**src/rtl/flash_sequencer.sv**
```systemverilog
// Colour-flash playback sequencer: plays one round of the stored sequence as a
// flash_clk pulse train with a stable check_round index for the display stage.
module flash_sequencer #(
   parameter int unsigned ON_CYCLES  = 25_000_000,
   parameter int unsigned OFF_CYCLES = 12_500_000,
   parameter int unsigned MAX_INDEX  = 32
) (
   input  logic       clk,
   input  logic       reset_n,
   input  logic       start,
   input  logic       abort,
   input  logic [5:0] last_index,
   output logic       flash_clk,
   output logic [5:0] check_round,
   output logic       busy,
   output logic       done
);

   localparam int unsigned MAX_CYC = (ON_CYCLES > OFF_CYCLES) ? ON_CYCLES : OFF_CYCLES;
   localparam int unsigned CNT_W   = (MAX_CYC > 1) ? $clog2(MAX_CYC) : 1;

   localparam logic [CNT_W-1:0] ON_LOAD  = CNT_W'(ON_CYCLES - 1);
   localparam logic [CNT_W-1:0] OFF_LOAD = CNT_W'(OFF_CYCLES - 1);
   localparam logic [5:0]       MAX_IDX  = 6'(MAX_INDEX);

   typedef enum logic [1:0] {IDLE, GAP, ON} state_t;

   state_t           state, state_nxt;
   logic [CNT_W-1:0] cnt, cnt_nxt;
   logic [5:0]       lim, lim_nxt;
   logic [5:0]       check_round_nxt;
   logic             flash_nxt, busy_nxt, done_nxt;

   // NOTE: state and outputs update with non-blocking assignments only, so every
   // register sees the pre-edge values computed by the combinational block.
   always_ff @(posedge clk or negedge reset_n) begin
      if (!reset_n) begin
         state       <= IDLE;
         cnt         <= '0;
         lim         <= '0;
         flash_clk   <= 1'b0;
         check_round <= '0;
         busy        <= 1'b0;
         done        <= 1'b0;
      end else begin
         state       <= state_nxt;
         cnt         <= cnt_nxt;
         lim         <= lim_nxt;
         flash_clk   <= flash_nxt;
         check_round <= check_round_nxt;
         busy        <= busy_nxt;
         done        <= done_nxt;
      end
   end

   // NOTE: every output of this block gets a hold/default value first, so no
   // branch leaves a signal unassigned and no latch is inferred.
   always_comb begin
      state_nxt       = state;
      cnt_nxt         = cnt;
      lim_nxt         = lim;
      flash_nxt       = flash_clk;
      check_round_nxt = check_round;
      busy_nxt        = busy;
      done_nxt        = 1'b0;

      // Abort wins over start and over a completion landing on the same edge.
      if (abort) begin
         state_nxt       = IDLE;
         cnt_nxt         = '0;
         flash_nxt       = 1'b0;
         check_round_nxt = '0;
         busy_nxt        = 1'b0;
      end else begin
         unique case (state)
            IDLE: begin
               if (start) begin
                  lim_nxt         = (last_index > MAX_IDX) ? MAX_IDX : last_index;
                  check_round_nxt = '0;
                  busy_nxt        = 1'b1;
                  cnt_nxt         = OFF_LOAD;
                  state_nxt       = GAP;
               end
            end
            GAP: begin
               if (cnt == '0) begin
                  flash_nxt = 1'b1;
                  cnt_nxt   = ON_LOAD;
                  state_nxt = ON;
               end else begin
                  cnt_nxt = cnt - 1'b1;
               end
            end
            ON: begin
               if (cnt == '0) begin
                  // The index only advances as flash_clk falls, giving a full gap of settling.
                  flash_nxt = 1'b0;
                  if (check_round < lim) begin
                     check_round_nxt = check_round + 6'd1;
                     cnt_nxt         = OFF_LOAD;
                     state_nxt       = GAP;
                  end else begin
                     busy_nxt  = 1'b0;
                     done_nxt  = 1'b1;
                     state_nxt = IDLE;
                  end
               end else begin
                  cnt_nxt = cnt - 1'b1;
               end
            end
            default: state_nxt = IDLE;
         endcase
      end
   end

endmodule

```
**config.mk**
```make
export PLATFORM = sky130hd
export DESIGN_NAME = flash_sequencer
export DESIGN_NICKNAME = d
export VERILOG_FILES = /design/src/rtl/flash_sequencer.sv
export SDC_FILE = /design/constraint.sdc
export NUM_CORES = 1
export LEC_CHECK = 0
export ABC_AREA = 1
export CAP_MARGIN = 25
export CORE_AREA = 2 2 102 104
export DETAILED_ROUTE_END_ITERATION = 6
export DIE_AREA = 0 0 104 106
export SLEW_MARGIN = 10
export SYNTH_ARGS = -nofsm -noshare
export SYNTH_HDL_FRONTEND = slang
export SYNTH_SLANG_ARGS = --single-unit
```
**constraint.sdc**
```tcl
create_clock -name clk -period 4.66 [get_ports clk]
set_clock_uncertainty 0.1 [all_clocks]
set_input_delay 0.466 -clock clk [delete_from_list [all_inputs] [get_ports clk]]
set_output_delay 0.466 -clock clk [all_outputs]
set_load 0.01 [all_outputs]
```
* Yosys cells after proc, flatten, opt, wreduce, memory -nomap -nowiden *
Index checks and enable logic that the tools add are counted.

cells by class
  reduce and logical (&&, ||, !) cells = 11
  $add $sub $neg = 2
  magnitude comparators = 2
  bitwise logic cells = 1
  equal/unequal tests = 8
  muxes and demuxes = 31

operators by type and width
  kind                     number
  $mux W25                 5
  $pmux W25 S3             1
  $mux W6                  5
  $logic_not A25 Y1        1
  $sub A25 B1 Y25 const B  1
  $ne A3 B3 Y1 const B     5
  $mux W1                  12
  $pmux W6 S2              1
  $reduce_and A3 Y1        4
  $mux W2                  4
  $reduce_and A4 Y1        2
  $add A6 B1 Y6 const B    1
  $gt A6 B6 Y1 const B     1
  $lt A6 B6 Y1             1
  $pmux W2 S3              1
  $reduce_bool A3 Y1       2
  $ne A4 B4 Y1 const B     1
  $pmux W1 S2              2
  $reduce_bool A4 Y1       1
  $eq A2 B1 Y1 const B     1
  $eq A2 B2 Y1 const B     1
  $logic_not A2 Y1         1
  $not A1 Y1               1

word-level totals
  flip-flop bits (word level) = 42
  output and inout bits = 9

* Logic depth before layout (Yosys ltp) *
Gate-level depths: netlist (run 1).

  depth after elaboration = 5
  depth in mapped cells = 14
  mapped depth without buffers = 13

* Worst setup path after synthesis (run 1) *
No wires, ideal clock.

  path kind = flip-flop to flip-flop
  from = reg check_round[5]
  to = reg cnt[8]
  stages on the path, launching flop included = 12
  data required time = 4.447 ns
  setup slack = 2.777 ns
  setup time = 0.113 ns
  arrival = 1.671 ns
  path buffers = 1
  period minus slack after synthesis = 1.883 ns
  cells stage by stage = dfrtp_1 -> ha_1 -> a21o_1 -> nor2_1 -> nand2_1 -> nand2_1 -> nor2_2 -> nor2_1 -> buf_6 -> o21ai_2 -> nand2_1 -> inv_1

on the way
  word-level cells in the longest chain between the ends = 3

ends and longest elaborated chain
  element                             RTL line  text
  start: declaration                  14        output logic [5:0] check_round,
  start signal: assignment            50        check_round <= check_round_nxt;
  $lt A6 B6 Y1                        98        if (check_round < lim) begin
  $ne A4 B4 Y1 (no source line)       -
  $reduce_and A3 Y1 (no source line)  -
  end signal: assignment              47        cnt <= cnt_nxt;
  end: declaration                    29        logic [CNT_W-1:0] cnt, cnt_nxt;

Every way passes these cells.
A chain may end at the register's enable or synchronous reset.

* Final worst setup path (run 1) *
  from = reg state[0]
  to = reg cnt[7]

on the way
  word-level cells in the longest chain between the ends = 3

ends and longest elaborated chain
  element                                                                RTL line  text
  start: declaration                                                     28        state_t state, state_nxt;
  start signal: assignment                                               46        state <= state_nxt;
  $eq A2 B2 Y1, or another cell as far along                             75        unique case (state)
  $ne A4 B4 Y1 (no source line), or another cell as far along            -
  $reduce_and A3 Y1 (no source line) / $mux W25 (equally long branches)  -

Several ways; a longest one is shown, not always the timed one.

==> flow_metrics.env, run 1 <==
export IMPL_final_nets=482
export IMPL_switching_share_pct=51.86
export IMPL_finalHoldViolations=0
export IMPL_rsz0062_at_grt="no"
export IMPL_maxCapViolCount=0
export IMPL_final_cell_mix="nand2_1 (147), nor2_1 (53), inv_1 (47), dfrtp_1 (42), nand3_1 (38)"
export IMPL_avgRoutedWirePerCell_microns=12.38
export IMPL_r2r_cells=10
export IMPL_p_leak_nw=1.653
export IMPL_io_pin_count=19
export IMPL_ctsRootBufferMaster="clkbuf_8"
export IMPL_ctsHoldBuffers=0
export IMPL_cts_sinks=42
export IMPL_finalNonFillerCells=596
export IMPL_timing_final_ws_setup_ns=2.117
export IMPL_yosys_top_cells_area="dfrtp_1 (35%), nand2_1 (18%), nor2_1 (6.6%)"
export IMPL_cts_resized=0
export IMPL_crit_path_end_kind="register"
export IMPL_clockPowerShare_pct=13.6
export IMPL_avgSynthCellArea_sq_um=6.887
export IMPL_areaGrowthSynthToFinish_pct=13.25
export IMPL_grt_total_usage_pct=14.55
export IMPL_status="finished, final reports clean"
export IMPL_cts_tree="yes"
export IMPL_muxShareOfSynthArea_pct=0
export IMPL_die_area_sq_mm=0.01102
export IMPL_cp_max_fo=12
export IMPL_syn_nets=463
export IMPL_vias=2762
export IMPL_grt_first_pass_wirelength_mm=13.13
export IMPL_first_global_vias=2762
export IMPL_worst_pin_slew_ns=0.8675
export IMPL_dpl_cell_area_sq_mm=0.003311
export IMPL_crit_required_ns=4.79
export IMPL_intPower_uw=938.9
export IMPL_maxSlewViolCount=0
export IMPL_dp_cells=587
export IMPL_yosys_area_top_type="dfrtp_1"
export IMPL_overflow=0
export IMPL_rr_endpoint="cnt[7]$_DFFE_PN0P_"
export IMPL_synth_seq_cells=42
export IMPL_synth_simple_area_share_pct=40.63
export IMPL_clkTransAtPathRegs_ns=0.11
export IMPL_cp_top_family="simple AND/OR/NAND/NOR gates"
export IMPL_antenna_found_initial=0
export IMPL_synthesis_area_sq_mm=0.003030
export IMPL_syn_instance_count=440
export IMPL_synth_top_cell_area_share_pct=34.68
export IMPL_drt_iter0_markers=148
export IMPL_combPwrFrac_pct=56.0
export IMPL_ir_drop_uv=271.8
export IMPL_switchingPower_mw=1.011
export IMPL_routed_via_density=4.634
export IMPL_synth_xor_xnor_area_share_pct=1.734
export IMPL_yosysWarnings=0
export IMPL_start_kind="register"
export IMPL_critPathKind="reg -> reg"
export IMPL_crit_slowest_cell="nor2_1"
export IMPL_grt_start_max_net_pins=43
export IMPL_timing_rr_start="state[0]$_DFFE_PN0P_"
export IMPL_seq_power_share_pct=30.4
export IMPL_ys_types=31
export IMPL_timing_fmax_mhz=393.3
export IMPL_synth_compound_area_share_pct=9.001
export IMPL_dp_hpwl_mm=5.479
export IMPL_post_place_ws_ns=1.887
export IMPL_synth_top_family_by_area="simple AND/OR/NAND/NOR gates"
export IMPL_die_h_microns=106
export IMPL_setup_viol=0
export IMPL_crit_chain="inv_1, ha_1, nor2_1, buf_4, nand3_1, nand2_1, nor2_1, o21ai_0, nand2_1, inv_1"
export IMPL_rows=37
export IMPL_period_share_pct=54.56
export IMPL_clock_latency_ns=0.32
export IMPL_design_area_sq_mm=0.003432
export IMPL_drive_above_1_share_pct=9.348
export IMPL_cts_setup_buffers=0
export IMPL_whs_ns=0.02888
export IMPL_io_buffers=18
export IMPL_firstDrtPassIters=4
export IMPL_arrival_ns=2.67
export IMPL_diodes=0
export IMPL_htree_num_levels=2
export IMPL_synth_adder_area_share_pct=5.367
export IMPL_maxSlewHeadroom_pct=41.95
export IMPL_start_util_pct=30.31
export IMPL_core_sq_mm=0.01000
export IMPL_drt_wl_total_mm=7.379
export IMPL_final_common_cell="nand2_1"
export IMPL_ys_seq_area_share_pct=34.68
export IMPL_fin_crit_ns=2.543
export IMPL_p_per_area_mw_per_mm2=568.3
export IMPL_hold_path_class="in -> async"
export IMPL_slowest_delay_ns=0.63
export IMPL_cp_num_buf_inv=3
export IMPL_clock_path_buffers=2
export IMPL_r2r_slack_ns=2.12
export IMPL_drc=0
export IMPL_die_width_microns=104
export IMPL_numCtsBuffers=5
export IMPL_place_congestion=0.8737
export IMPL_tns_ns=0
export IMPL_ant_nets=0
## layout make-up
type                    instances  area, sq um
inverters                      50        187.7
clock buffers                   5        68.82
multi-input cells             340         1719
flip-flops and latches         42         1051
clock inverters                 3        25.02
well taps                     136        170.2
fillers                      1094         6568
repair buffers                 20        210.2
## how the worst max path moves through the flow
stage | from | cells after the start | to
finish | state[0]$_DFFE_PN0P_ | 10 | cnt[7]$_DFFE_PN0P_
global route | state[0]$_DFFE_PN0P_ | 10 | cnt[6]$_DFFE_PN0P_
CTS | state[0]$_DFFE_PN0P_ | 10 | cnt[7]$_DFFE_PN0P_
detailed placement | abort | 8 | cnt[7]$_DFFE_PN0P_
global placement | abort | 8 | cnt[7]$_DFFE_PN0P_
floorplan | check_round[5]$_DFFE_PN0P_ | 11 | cnt[8]$_DFFE_PN0P_
## logic make-up (layout without fill, tap and decap cells)
| kind of cell | Yosys count | in the layout |
|---|---|---|
| XOR/XNOR | 6 | 6 |
| AND/OR/NAND/NOR | 275 | 275 |
| AO/OA/AOI/OAI | 46 | 46 |
| flip-flops | 42 | 42 |
| buffers and inverters | 58 | 78 |
| adder cells (fa/ha/maj) | 13 | 13 |
## state kept, by name, summed over array words and instances (netlist names)
signal / count
cnt: 25
check_round: 6
lim: 6
state: 2
busy: 1
done: 1
flash_clk: 1
## power by group through the flow
stage | sequential, mW | combinational [mW] | clock, mW
2_1_floorplan | 0.569 | 0.877 | 0
3_3_place_gp | 0.597 | 1.08 | 0
3_5_place_dp | 0.597 | 1.09 | 0
4_1_cts | 0.593 | 1.10 | 0.277
5_1_grt | 0.611 | 1.27 | 0.293
6_report | 0.593 | 1.09 | 0.265
## cells in the mapped netlist (all sizes together)
cell	instances
clkbuf	1
nand3	41
or2	2
xnor2	3
a21o	1
o41ai	1
nand3b	4
xor2	3
nor2	65
dfrtp	42
nand2	151
o21ai	33
buf	7
ha	13
a21oi	7
o21bai	4
nand4	8
inv	50
nor3	4
## routing by layer
metal  up-vias  wire length, microns  GRT usage [%]  part of all wire (%)
li1       1440                     -              -                     -
met1      1244                  3444          18.41                    47
met2        65                  3463          24.39                    47
met3        13                   358          2.759                   4.9
met4         0                   113          6.081                   1.5
met5         -                     0              0                     0
## through the flow
stage / util [%] / total power, mW
after floorplan: - / 1.447
after global placement: 33.11 / 1.673
after detailed placement: 33.11 / 1.692
after CTS: 34.05 / 1.967
after global routing: 34.32 / 2.174
final: 34.32 / 1.950
Power figures use the tool's default switching activity.
==> run 2: changes to the inputs <==
clock period = 2.5 ns   (was 4.66 ns; I/O delays follow)
==> flow_metrics.env, run 2 (synthesized netlist as in run 1, its figures left out) <==
export IMPL_status="finished, final reports clean"
export IMPL_final_nets=491
export IMPL_maxSlewViolCount=0
export IMPL_start_kind="register"
export IMPL_cts_sinks=42
export IMPL_period_share_pct=91.66
export IMPL_die_width_microns=104
export IMPL_overflow=0
export IMPL_die_area_sq_mm=0.01102
export IMPL_cp_max_fo=11
export IMPL_utilization_pct=34.91
export IMPL_avgRoutedWirePerCell_microns=12.53
export IMPL_maxCapViolCount=0
export IMPL_die_h_microns=106
export IMPL_vias=2759
export IMPL_final_common_cell="nand2_1"
export IMPL_grt_total_usage_pct=14.60
export IMPL_crit_path_end_kind="register"
export IMPL_clockPowerShare_pct=13.2
export IMPL_drive_above_1_share_pct=11.51
export IMPL_io_pin_count=19
export IMPL_rows=37
export IMPL_drt_iter0_markers=73
export IMPL_final_cell_mix="nand2_1 (147), nor2_1 (50), inv_1 (47), dfrtp_1 (42), nand3_1 (38)"
export IMPL_fin_crit_ns=2.291
export IMPL_top_regs="cnt x25, check_round x6, lim x6"
export IMPL_maxSlewHeadroom_pct=56.40
export IMPL_worst_pin_slew_ns=0.6540
export IMPL_clock_latency_ns=0.31
export IMPL_io_buffers=18
export IMPL_regMostFlops="cnt"
export IMPL_core_sq_mm=0.01000
export IMPL_crit_required_ns=2.63
export IMPL_ctsRootBufferMaster="clkbuf_8"
export IMPL_intPower_mw=1.785
export IMPL_switchingPower_mw=1.870
export IMPL_tns_ns=0
export IMPL_routed_via_density=4.560
export IMPL_p_per_area_mw_per_mm2=1047
export IMPL_hold_path_class="in -> async"
export IMPL_setup_viol=0
export IMPL_ant_nets=0
export IMPL_areaGrowthSynthToFinish_pct=15.19
export IMPL_first_global_vias=2685
export IMPL_p_leak_nw=1.692
export IMPL_whs_ns=0.4020
export IMPL_place_congestion=0.8718
export IMPL_multi_input_area_sq_mm=0.001727
export IMPL_seq_power_share_pct=30.3
export IMPL_largest_reg_flops=25
export IMPL_numCtsBuffers=5
export IMPL_register_area_sq_mm=0.001051
export IMPL_clkTransAtPathRegs_ns=0.09
export IMPL_rsz0062_at_grt="no"
export IMPL_fillers=1093
export IMPL_grt_start_max_net_pins=27
export IMPL_timing_fmax_mhz=436.4
export IMPL_diodes=0
export IMPL_drt_wl_total_mm=7.579
export IMPL_p_total_mw=3.655
export IMPL_firstDrtPassIters=4
export IMPL_clock_path_buffers=2
export IMPL_finalNonFillerCells=605
export IMPL_start_util_pct=30.31
export IMPL_critPathKind="reg -> reg"
export IMPL_antenna_found_initial=0
export IMPL_dp_cells=596
export IMPL_dp_hpwl_mm=5.717
export IMPL_grt_first_pass_wirelength_mm=13.16
export IMPL_htree_num_levels=2
export IMPL_combPwrFrac_pct=56.5
export IMPL_cts_tree="yes"
export IMPL_drc=0
export IMPL_finalHoldViolations=0
export IMPL_switching_share_pct=51.16
export IMPL_ir_drop_uv=582.1
export IMPL_arrival_ns=2.42
==> run 2: cell types whose count changed in the layout (fill, tap and decap cells not counted), sizes merged <==
cell / delta
clkbuf: +1
buf: +8
dlygate4sd3: +1
inv: -1
==> run 2: path summary, 6_finish.rpt <==
| path | startpoint | to | slack, ns | cells after the start |
|---|---|---|---|---|
| max in group asynchronous | reset_n | cnt[17]$_DFFE_PN0P_ | 1.30 | 3 |
| worst max-delay path | state[0]$_DFFE_PN0P_ | cnt[16]$_DFFE_PN0P_ | 0.21 | 9 |
| worst min register to register | cnt[0]$_DFFE_PN0P_ | cnt[0]$_DFFE_PN0P_ | 0.42 | 2 |
| worst max register to register | state[0]$_DFFE_PN0P_ | cnt[16]$_DFFE_PN0P_ | 0.21 | 9 |
| min in group clk | cnt[0]$_DFFE_PN0P_ | cnt[0]$_DFFE_PN0P_ | 0.42 | 2 |
| worst min-delay path | reset_n | lim[1]$_DFFE_PN0P_ | 0.40 | 2 |
==> run 2: area by class of cell <==
type | instances | area share [%]
inverters | 50 | 5.376
clock buffers | 6 | 2.366
well taps | 136 | 4.875
flip-flops and latches | 42 | 30.11
repair buffers | 29 | 7.455
clock inverters | 2 | 0.3584
multi-input cells | 340 | 49.46
==> run 2: what timing repair did <==
action | 4_1_cts | 5_1_grt
hold buffers | 1 | 0
hold endpoints to repair | 24 | 0
setup buffers | 0 | 0
resized for setup | 1 | 2
endpoints found under the setup margin | 4 | 7
==> run 2: per-layer routing <==
layer,share of wire (%),up-vias,track usage (%)
li1,-,1454,-
met1,49,1248,19.55
met2,46,48,24.25
met3,3.9,9,3.004
met4,0.87,0,3.475
met5,0,-,0
==> run 2: power groups by stage <==
stage                     logic (mW)  registers [mW]  clock network [mW]
after floorplan                 1.64            1.06                   0
after global routing            2.38            1.14               0.528
final                           2.07            1.11               0.483
after global placement          2.03            1.11                   0
after detailed placement        2.08            1.12                   0
after CTS                       2.09            1.11               0.504
==> run 2: through the flow <==
stage | cell area [sq um] | worst slack, ns
floorplan | 3030 | 0.6167
global placement | 3378 | 0.06610
detailed placement | 3378 | -0.06409
CTS | 3486 | 0.1297
global route | 3491 | 0.04523
finish | 3491 | 0.2086
==> run 2: critical path, stage by stage (launching register included) <==
cell	delay, ns
dfrtp_1	0.44
inv_1	0.14
ha_1	0.35
nor2_1	0.15
buf_4	0.21
inv_1	0.26
nand2_1	0.11
nor2_2	0.25
nand3_1	0.11
o21ai_1	0.11
==> run 3: changes to the inputs <==
CTS_CLUSTER_DIAMETER = 50   (was not set)
==> results of run 3 <==
The final DEF is identical to that of run 2; final timing and power are the same.
